File: src/rtl/ram_pkg.sv
// Shared definitions for the RAM fill/check sequencer: sizes, FSM states and
// the fill pattern used both when writing and when checking the RAM.
package ram_pkg;

   localparam int ADDR_W = 7;
   localparam int DATA_W = 16;
   localparam int DEPTH  = 1 << ADDR_W;

   typedef enum logic [2:0] {
      IDLE      = 3'd0,
      WR_SETUP  = 3'd1,
      WR_STROBE = 3'd2,
      GAP       = 3'd3,
      RD_SETUP  = 3'd4,
      RD_SAMPLE = 3'd5,
      DONE      = 3'd6
   } fc_state_t;

   // Pattern word for one address: seed plus zero-extended address, wrapping.
   function automatic logic [DATA_W-1:0] pat(input logic [DATA_W-1:0] seed,
                                             input logic [ADDR_W-1:0] adrs);
      return seed + {{(DATA_W-ADDR_W){1'b0}}, adrs};
   endfunction

endpackage

File: src/rtl/ram_strobe_gen.sv
// Registered decode of the sequencer state into the active-low RAM strobes and
// the write-data bus enable; fed with the next state so outputs align with it.
module ram_strobe_gen
   import ram_pkg::*;
(
   input  logic      clk,
   input  logic      rst,
   input  fc_state_t state_nxt,
   output logic      ram_ce_n,
   output logic      ram_we_n,
   output logic      ram_oe_n,
   output logic      data_oe
);

   logic ce_n_s;
   logic we_n_s;
   logic oe_n_s;
   logic doe_s;

   // Decode the upcoming state into strobe levels; write and read never overlap.
   always_comb begin
      ce_n_s = 1'b1;
      we_n_s = 1'b1;
      oe_n_s = 1'b1;
      doe_s  = 1'b0;
      case (state_nxt)
         WR_SETUP: begin
            ce_n_s = 1'b0;
            doe_s  = 1'b1;
         end
         WR_STROBE: begin
            ce_n_s = 1'b0;
            we_n_s = 1'b0;
            doe_s  = 1'b1;
         end
         RD_SETUP, RD_SAMPLE: begin
            ce_n_s = 1'b0;
            oe_n_s = 1'b0;
         end
         default: begin
            ce_n_s = 1'b1;
            we_n_s = 1'b1;
            oe_n_s = 1'b1;
            doe_s  = 1'b0;
         end
      endcase
   end

   // Strobe output registers, idle (all high, bus released) under reset.
   always_ff @(posedge clk) begin
      if (rst) begin
         ram_ce_n <= 1'b1;
         ram_we_n <= 1'b1;
         ram_oe_n <= 1'b1;
         data_oe  <= 1'b0;
      end else begin
         ram_ce_n <= ce_n_s;
         ram_we_n <= we_n_s;
         ram_oe_n <= oe_n_s;
         data_oe  <= doe_s;
      end
   end

endmodule

File: src/rtl/ram_fill_check.sv
// Fills all RAM words with seed+address, then reads them back and compares,
// reporting pass/fail, a mismatch count and the first failing address.
module ram_fill_check #(
   parameter int ADDR_W = ram_pkg::ADDR_W,
   parameter int DATA_W = ram_pkg::DATA_W
) (
   input  logic              clk,
   input  logic              rst,
   input  logic              start,
   input  logic              abort,
   input  logic [DATA_W-1:0] seed,
   output logic [ADDR_W-1:0] adrs,
   output logic [DATA_W-1:0] data_wr,
   output logic              data_oe,
   output logic              ram_ce_n,
   output logic              ram_we_n,
   output logic              ram_oe_n,
   input  logic [DATA_W-1:0] ram_dout,
   output logic              busy,
   output logic              done,
   output logic              pass,
   output logic [7:0]        err_count,
   output logic              first_err_vld,
   output logic [ADDR_W-1:0] first_err_adrs
);

   import ram_pkg::*;

   fc_state_t         state_r;
   fc_state_t         state_nxt_s;
   logic [ADDR_W-1:0] idx_r;
   logic [ADDR_W-1:0] idx_nxt_s;
   logic [DATA_W-1:0] seed_q_r;
   logic [DATA_W-1:0] seed_nxt_s;
   logic [7:0]        err_nxt_s;
   logic              fev_nxt_s;
   logic [ADDR_W-1:0] fea_nxt_s;
   logic              in_run_s;
   logic              nxt_run_s;
   logic              last_s;
   logic              mismatch_s;

   assign in_run_s   = !(state_r inside {IDLE, DONE});
   assign nxt_run_s  = !(state_nxt_s inside {IDLE, DONE});
   assign last_s     = (idx_r == {ADDR_W{1'b1}});
   assign mismatch_s = (ram_dout != pat(seed_q_r, idx_r));

   // Next-state, index and result bookkeeping; abort beats start and the compare.
   always_comb begin
      state_nxt_s = state_r;
      idx_nxt_s   = idx_r;
      seed_nxt_s  = seed_q_r;
      err_nxt_s   = err_count;
      fev_nxt_s   = first_err_vld;
      fea_nxt_s   = first_err_adrs;
      if (abort && in_run_s) begin
         state_nxt_s = IDLE;
      end else begin
         case (state_r)
            IDLE, DONE: begin
               if (start && !abort) begin
                  state_nxt_s = WR_SETUP;
                  seed_nxt_s  = seed;
                  idx_nxt_s   = {ADDR_W{1'b0}};
                  err_nxt_s   = 8'd0;
                  fev_nxt_s   = 1'b0;
                  fea_nxt_s   = {ADDR_W{1'b0}};
               end else begin
                  state_nxt_s = state_r;
               end
            end
            WR_SETUP:  state_nxt_s = WR_STROBE;
            WR_STROBE: begin
               if (last_s) begin
                  idx_nxt_s   = {ADDR_W{1'b0}};
                  state_nxt_s = GAP;
               end else begin
                  idx_nxt_s   = idx_r + {{(ADDR_W-1){1'b0}}, 1'b1};
                  state_nxt_s = WR_SETUP;
               end
            end
            GAP:       state_nxt_s = RD_SETUP;
            RD_SETUP:  state_nxt_s = RD_SAMPLE;
            RD_SAMPLE: begin
               if (mismatch_s) begin
                  err_nxt_s = err_count + 8'd1;
                  if (!first_err_vld) begin
                     fev_nxt_s = 1'b1;
                     fea_nxt_s = idx_r;
                  end else begin
                     fev_nxt_s = first_err_vld;
                  end
               end else begin
                  err_nxt_s = err_count;
               end
               if (last_s) begin
                  state_nxt_s = DONE;
               end else begin
                  idx_nxt_s   = idx_r + {{(ADDR_W-1){1'b0}}, 1'b1};
                  state_nxt_s = RD_SETUP;
               end
            end
            default:   state_nxt_s = IDLE;
         endcase
      end
   end

   // State, datapath and status registers; address/data register the next index.
   always_ff @(posedge clk) begin
      if (rst) begin
         state_r        <= IDLE;
         idx_r          <= {ADDR_W{1'b0}};
         seed_q_r       <= {DATA_W{1'b0}};
         adrs           <= {ADDR_W{1'b0}};
         data_wr        <= {DATA_W{1'b0}};
         busy           <= 1'b0;
         done           <= 1'b0;
         pass           <= 1'b0;
         err_count      <= 8'd0;
         first_err_vld  <= 1'b0;
         first_err_adrs <= {ADDR_W{1'b0}};
      end else begin
         state_r        <= state_nxt_s;
         idx_r          <= idx_nxt_s;
         seed_q_r       <= seed_nxt_s;
         adrs           <= idx_nxt_s;
         data_wr        <= pat(seed_nxt_s, idx_nxt_s);
         busy           <= nxt_run_s;
         done           <= (state_nxt_s == DONE);
         pass           <= (state_nxt_s == DONE) && (err_nxt_s == 8'd0);
         err_count      <= err_nxt_s;
         first_err_vld  <= fev_nxt_s;
         first_err_adrs <= fea_nxt_s;
      end
   end

   ram_strobe_gen u_strobe (
      .clk       (clk),
      .rst       (rst),
      .state_nxt (state_nxt_s),
      .ram_ce_n  (ram_ce_n),
      .ram_we_n  (ram_we_n),
      .ram_oe_n  (ram_oe_n),
      .data_oe   (data_oe)
   );

endmodule

File: config.mk
export PLATFORM = sky130hd
export DESIGN_NAME = ram_fill_check
export DESIGN_NICKNAME = d
export VERILOG_FILES = /design/src/rtl/ram_pkg.sv /design/src/rtl/ram_strobe_gen.sv /design/src/rtl/ram_fill_check.sv
export SDC_FILE = /design/constraint.sdc
export NUM_CORES = 1
export LEC_CHECK = 0
export BUFFER_PORTS_ARGS = -buffer_cell sky130_fd_sc_hd__buf_2
export CAP_MARGIN = 20
export CORE_UTILIZATION = 35
export DETAILED_ROUTE_END_ITERATION = 10
export PLACE_DENSITY_LB_ADDON = 0.15
export SYNTH_ARGS = -nofsm -noshare
export SYNTH_HDL_FRONTEND = slang
export SYNTH_SLANG_ARGS = --single-unit
File: constraint.sdc
create_clock -name clk -period 5 [get_ports clk]
set_clock_uncertainty 0.05 [all_clocks]
set_input_delay 1 -clock clk [delete_from_list [all_inputs] [get_ports clk]]
set_output_delay 1 -clock clk [all_outputs]
set_load 0.1 [all_outputs]
* Yosys cells after proc, flatten, opt, wreduce, memory -nomap -nowiden
Index checks and enable logic that the tools add are counted.
** Storage, ports and cells
- Flip-flop bits (word level) :: 65
- Bits of input ports :: 36
- Output and inout port bits :: 46
- Logic and storage cells :: 81
** Cells by class
- Add/subtract/negate cells :: 4
- Reduce and logical (&&, ||, !) cells :: 18
- Bitwise operators :: 1
- Muxes and demuxes :: 28
- Equality and inequality tests :: 16
** Operator list (number)
- 2-to-1 mux 7 bit :: 7
- 2-to-1 mux 16 bit :: 3
- adder 16 x 7 -> 16 bit :: 2
- 2-to-1 mux 8 bit :: 3
- case mux 7 bit (3 select lines) :: 1
- == test 3 bit (second input constant) :: 6
- case mux 3 bit (6 select lines) :: 1
- inequality test 16 bit :: 1
- case mux 8 bit (2 select lines) :: 1
- case mux 7 bit (2 select lines) :: 1
- == test 3 x 2 -> 1 bit (second input constant) :: 3
- adder 8 x 1 -> 8 bit (second input constant) :: 1
- zero test 8 bit :: 1
- adder 7 x 1 -> 7 bit (second input constant) :: 1
- == test 7 bit (second input constant) :: 1
- == test 3 x 1 -> 1 bit (second input constant) :: 2
- zero test 3 bit :: 2
- 2-to-1 mux 1 bit :: 6
- 2-to-1 mux 3 bit :: 2
- inequality test 2 bit (second input constant) :: 3
- nonzero test 2 bit :: 3
- OR reduction 2 bit :: 3
- AND reduction 5 bit :: 1
- 2-to-1 mux 2 bit :: 2
- other kinds (6) :: 10

* Depth between registers and ports, before layout
- Depth after elaboration :: 8
- Gate-level depth with buffers :: 22
- Depth with buffers taken out :: 22

* By module
Synthesis repeated with hierarchy kept, for this count alone.
** Unflattened totals
- Cells, all modules :: 470
- Area, all modules :: 3887.5 um^2
** By module, submodules not included
- ram_fill_check :: sequential area each 1221.2 um^2, instances 1, cells an instance 459, area each 3753.6 um^2
- ram_strobe_gen :: sequential area each 80.1 um^2, instances 1, cells an instance 11, area each 133.9 um^2

* Worst setup path after synthesis
Ideal clock, no wire load.
- Kind :: reg2reg
- From :: reg idx_r[1]
- To :: reg data_wr[12]
- Stages on the path, launching flop included :: 23
- Arrival :: 4.948 ns
- Data required time :: 4.822 ns
- Period minus slack after synthesis :: 5.125 ns
- Path buffers :: 0
- Slack :: -0.125 ns
- Library setup time :: 0.128 ns
- Cell sequence :: dfxtp_1 ha_1 and3_1 nand2_1 nor3_1 clkinv_1 ha_1 nor2_1 a41oi_1 o21ai_0 ha_1 inv_1 fa_1 nor2b_1 o21ai_0 a21boi_0 o21a_1 o21ai_0 a21oi_1 nand2b_1 nor2_1 xor2_1 nor2_1
** On the way
- Word-level cells in the longest chain between the ends :: 5
- Elaborated cells between the ends (all ways) :: 8
- Classes of those cells :: add/sub: 2; eq/ne: 1; mux: 5
** RTL lines
- start: declaration :: RTL line ram_fill_check.sv:31 : logic [ADDR_W-1:0] idx_r;
- start signal: assignment :: RTL line ram_fill_check.sv:112 : idx_r <= {ADDR_W{1'b0}};
- start signal: assignment :: RTL line ram_fill_check.sv:124 : idx_r <= idx_nxt_s;
- == test 7 bit * :: RTL line ram_fill_check.sv:45 : assign last_s = (idx_r == {ADDR_W{1'b1}});
- 2-to-1 mux 7 bit (on tied branches) :: RTL line ram_fill_check.sv:96, ram_fill_check.sv:74
- case mux 7 bit (3 select lines) * :: RTL line ram_fill_check.sv:59 : case (state_r)
- 2-to-1 mux 7 bit * :: RTL line ram_fill_check.sv:56 : if (abort && in_run_s) begin
- via idx_nxt_s[0] :: RTL line ram_fill_check.sv:32 : logic [ADDR_W-1:0] idx_nxt_s;
- adder 16 x 7 -> 16 bit * :: RTL line ram_pkg.sv:22 : return seed + {{(DATA_W-ADDR_W){1'b0}}, adrs};
- end signal: assignment :: RTL line ram_fill_check.sv:115 : data_wr <= {DATA_W{1'b0}};
- end signal: assignment :: RTL line ram_fill_check.sv:127 : data_wr <= pat(seed_nxt_s, idx_nxt_s);
- end: declaration :: RTL line ram_fill_check.sv:13 : output logic [DATA_W-1:0] data_wr,
The timed path passes the listed nets; every way through them passes the cells marked *.
A chain may end at the register's enable or synchronous reset.

* Final worst setup path
- From :: reg idx_r[0]
- To :: reg first_err_adrs[5]
** On the way
- Word-level cells in the longest chain between the ends :: 4
** RTL lines
- adder 16 x 7 -> 16 bit :: RTL line ram_pkg.sv:22
- inequality test 16 bit :: RTL line ram_fill_check.sv:46 : assign mismatch_s = (ram_dout != pat(seed_q_r, idx_r));
- inequality test 2 bit (no source line)
- AND reduction 5 bit (no source line)
- end signal: assignment :: RTL line ram_fill_check.sv:121 : first_err_adrs <= {ADDR_W{1'b0}};
- end signal: assignment :: RTL line ram_fill_check.sv:133 : first_err_adrs <= fea_nxt_s;
- end: declaration :: RTL line ram_fill_check.sv:24 : output logic [ADDR_W-1:0] first_err_adrs
No other way between the ends.

==> impl_metrics.toml <==
[clock_network]
clock_latency_ns = 0.35
path_clk_slew_ns = 0.06
hold_buffers = 0
cts_made_buffers = 9
root_buffer = "clkbuf_8"
cts_tree = "done"
htreeDepth = 3
clkSinkCount = 65
cts_resized = 0
cts_buffer_depth = 2
postCtsSetupBuffers = 0

[worst_setup_path]
cp_cell_sequence = "buf_4, ha_1, fa_1, a211oi_1, o21ai_0, a221oi_2, o311ai_1, or4_1, or4_1, o31ai_1, buf_4, a21o_1, a21oi_1, nor2_1"
cpLargestDelayFamily = "compound AO/OA/AOI/OAI gates"
crit_fanout = 12
timing_worst_setup_path_type = "reg -> reg"
end_kind = "flop"
r2r_start = "idx_r[0]"
startpoint = "idx_r[0]"
cp.depth = 14
critPathCapture = "first_err_adrs[5]"
path_buf_inv = 2
ff2ff_path_depth = 14
slowest_stage = "or4_1"
r2r_slack_ns = 0.41
critPathMaxStageDelay_ns = 0.65
crit_required_ns = 5.23
cp.arrival_ns = 4.82
start_kind = "flop"
r2r_end = "first_err_adrs[5]"

[timing]
tightest_slew_ns = 0.557
slew-limit-headroom_pct = 62.5
fmax_ghz = 0.218
hold_viol_final = 0
maxSlewViolCount = 0
setup_viol = 0
setup_tns_ns = 0
min_period_ns = 4.59
whs_ns = 0.434
fin_crit_sh_pct = 91.7
grt_setup_unrepaired = "false"

[routing]
avgRoutedWirePerCell_um = 14.6
dr.pass1.iters = 4
first_iter_violations = 181
dr_wl_met2_mm = 4.57
drt-vias-per-instance = 5.06
num_vias = 3553
ant_nets = 0
wl_met1_mm = 5.11
drcViolationCount = 0
wl_mm = 10.2
highest_layer = "met4"
wl_met3_um = 374

[place]
place_inst = 687
hpwl_mm = 7.84
place_congestion = 0.844
io_buffers = 81

[floorplanning]
boundaryPins = 82
die_h_um = 106
die_w_um = 106
initial_utilization_pct = 36.5
die_area_um2 = 11300
placementRows = 37
core_area_um2 = 10500

[yosys]
synth-seq-cells = 65
syn_inst = 473
syn_area_um2 = 3820
syn_avg_cell_area_um2 = 8.07
synth_largest_area_cell = "dfxtp_1"
synth_area_leaders = "dfxtp_1 34%, nor2_1 5.8%, ha_1 5.6%"
synthArstFlopShare_pct = 0
yosys_warnings = 0
netlist.area_leader.share_pct = 34.1
ys_types = 56
synth_edf_count = 0
ys_seq_area_share_pct = 34.1
syn-num-nets = 528
ys_dominant_reg_cell = "dfxtp_1"

[flow_run]
maxCapViolations = 0

[power]
power.switching_uw = 358
seq_power_share_pct = 47.6
p_clk_share_pct = 33.1
peakVddDrop_v = 0.000104
p_comb_share_pct = 19.3
leakage_nw = 2.03
power.internal_uw = 793
power.density_nw_per_um2 = 251
switching_share_pct = 31.1

[global_route]
grt_overflow_total = 0
grt.total_usage_pct = 18.5
grt_max_degree = 45
antenna_found_initial = 0
grt_pass1_wl_mm = 16.3
grt_pass1_vias = 3304

[cells_and_area]
instances_no_fill = 702
antenna_cells = 0
regArea_um2 = 1310
drive_above_1_share_pct = 21.6
multiInputGateArea_um2 = 2350
layout.nets = 617
num-fill-cells = 1075
synthToLayoutAreaGrowth_pct = 20.4

[status]
status = "completed"

[worst_hold_path]
hold_path.startpoint = "first_err_adrs[4]"
hold_path.class = "reg -> reg"
==> how the worst min path moves through the flow <==
stage                        end  slack, ns  depth (start not counted)
6_report       first_err_adrs[4]       0.43                          2
5_1_grt        first_err_adrs[2]       0.47                          2
4_1_cts        first_err_adrs[4]       0.44                          2
3_5_place_dp   first_err_adrs[4]       0.43                          2
3_3_place_gp   first_err_adrs[1]       0.42                          2
2_1_floorplan       seed_q_r[15]       0.47                          2
==> power groups by stage <==
stage                     registers [mW]  clock network (mW)  logic, mW
final                              0.548               0.382      0.222
after CTS                          0.548               0.397      0.223
after floorplan                    0.629                   0     0.0995
after global placement             0.559                   0      0.221
after detailed placement           0.559                   0      0.222
after global routing               0.550               0.413      0.239
==> metrics by stage <==
stage               setup slack [ns]  util [%]  instance area (um^2)  total power, mW
global placement               0.411      42.4                  4440            0.780
finish                         0.414      43.9                  4590             1.15
global route                  0.0154      43.9                  4590             1.20
floorplan                     0.0957         -                  3820            0.728
detailed placement             0.451      42.4                  4440            0.781
CTS                            0.417      43.9                  4590             1.17
==> metal layers <==
| layer | vias to the layer above | global-route usage [%] |
|---|---|---|
| met4 | 0 | 8.41 |
| met1 | 1627 | 25.5 |
| met3 | 12 | 2.70 |
| li1 | 1846 | - |
| met5 | - | 0 |
| met2 | 68 | 28.6 |
==> flip-flops by register name, summed over array words and instances, names as in the netlist, 3 cells and up <==
signal and cells:
data_wr 16, idx_r 7, state_r 3, first_err_adrs 7
err_count 8, seed_q_r 16
==> layout by cell type (no fill, tap or decap), drive strengths merged, types with 5 or more instances in the layout <==
cell type  Yosys  routed
nand2b         6       6
nor3          16      16
a211oi         5       5
clkbuf        15      15
ha            17      17
o21bai         5       5
a21o           7       7
nor2          59      59
and2          15      15
o21ai         24      24
mux2           6       6
nand2         37      37
nor4          12      12
buf            3      96
o22ai          6       6
xor2          17      17
xnor2         16      16
a21oi         31      31
dfxtp         65      65
mux2i         12      12
nor2b          5       5
nand3         15      15
inv           23      23
and3          10      10
==> cell usage after synthesis (5+ instances only) <==
| library cell | count |
|---|---|
| dfxtp_1 | 65 |
| mux2i_1 | 12 |
| o21ai_0 | 24 |
| nand2b_1 | 6 |
| o22ai_1 | 6 |
| nor4_1 | 11 |
| a21oi_1 | 31 |
| nand2_1 | 37 |
| nor3_1 | 16 |
| o21bai_1 | 5 |
| nand3_1 | 15 |
| a211oi_1 | 5 |
| a21o_1 | 7 |
| inv_1 | 23 |
| ha_1 | 17 |
| nor2b_1 | 5 |
| clkbuf_1 | 15 |
| mux2_2 | 6 |
| xnor2_1 | 16 |
| nor2_1 | 59 |
| and2_1 | 13 |
| and3_1 | 10 |
| xor2_1 | 17 |
==> area by class of cell <==
type | count | area share [%]
timing repair buffer | 96 | 11.3
tap | 136 | 3.70
multi-input combinational | 366 | 51.2
sequential | 65 | 28.4
clock buffer | 15 | 3.41
inverter | 24 | 1.96
==> kinds of logic after synthesis <==
| family | count (synthesis) | share of synthesized area (%) |
|---|---|---|
| AOI/OAI and AO/OA | 103 | 17.2 |
| adders and majority gates | 19 | 6.62 |
| muxes | 18 | 4.92 |
| and+or+nand+nor | 192 | 24.7 |
| buffers and inverters | 42 | 4.23 |
| DFF | 65 | 34.1 |
| xor gates and xnor gates | 34 | 8.16 |
==> worst register-to-register path, stage by stage, from the launching register on <==
cell      delay, ns
dfxtp_2        0.32
buf_4          0.15
ha_1           0.22
fa_1           0.42
a211oi_1       0.43
o21ai_0        0.20
a221oi_2       0.36
o311ai_1       0.15
or4_1          0.42
or4_1          0.65
o31ai_1        0.44
buf_4          0.27
a21o_1         0.22
a21oi_1        0.10
nor2_1         0.10
Note: power is estimated with default switching activity, not from simulation.
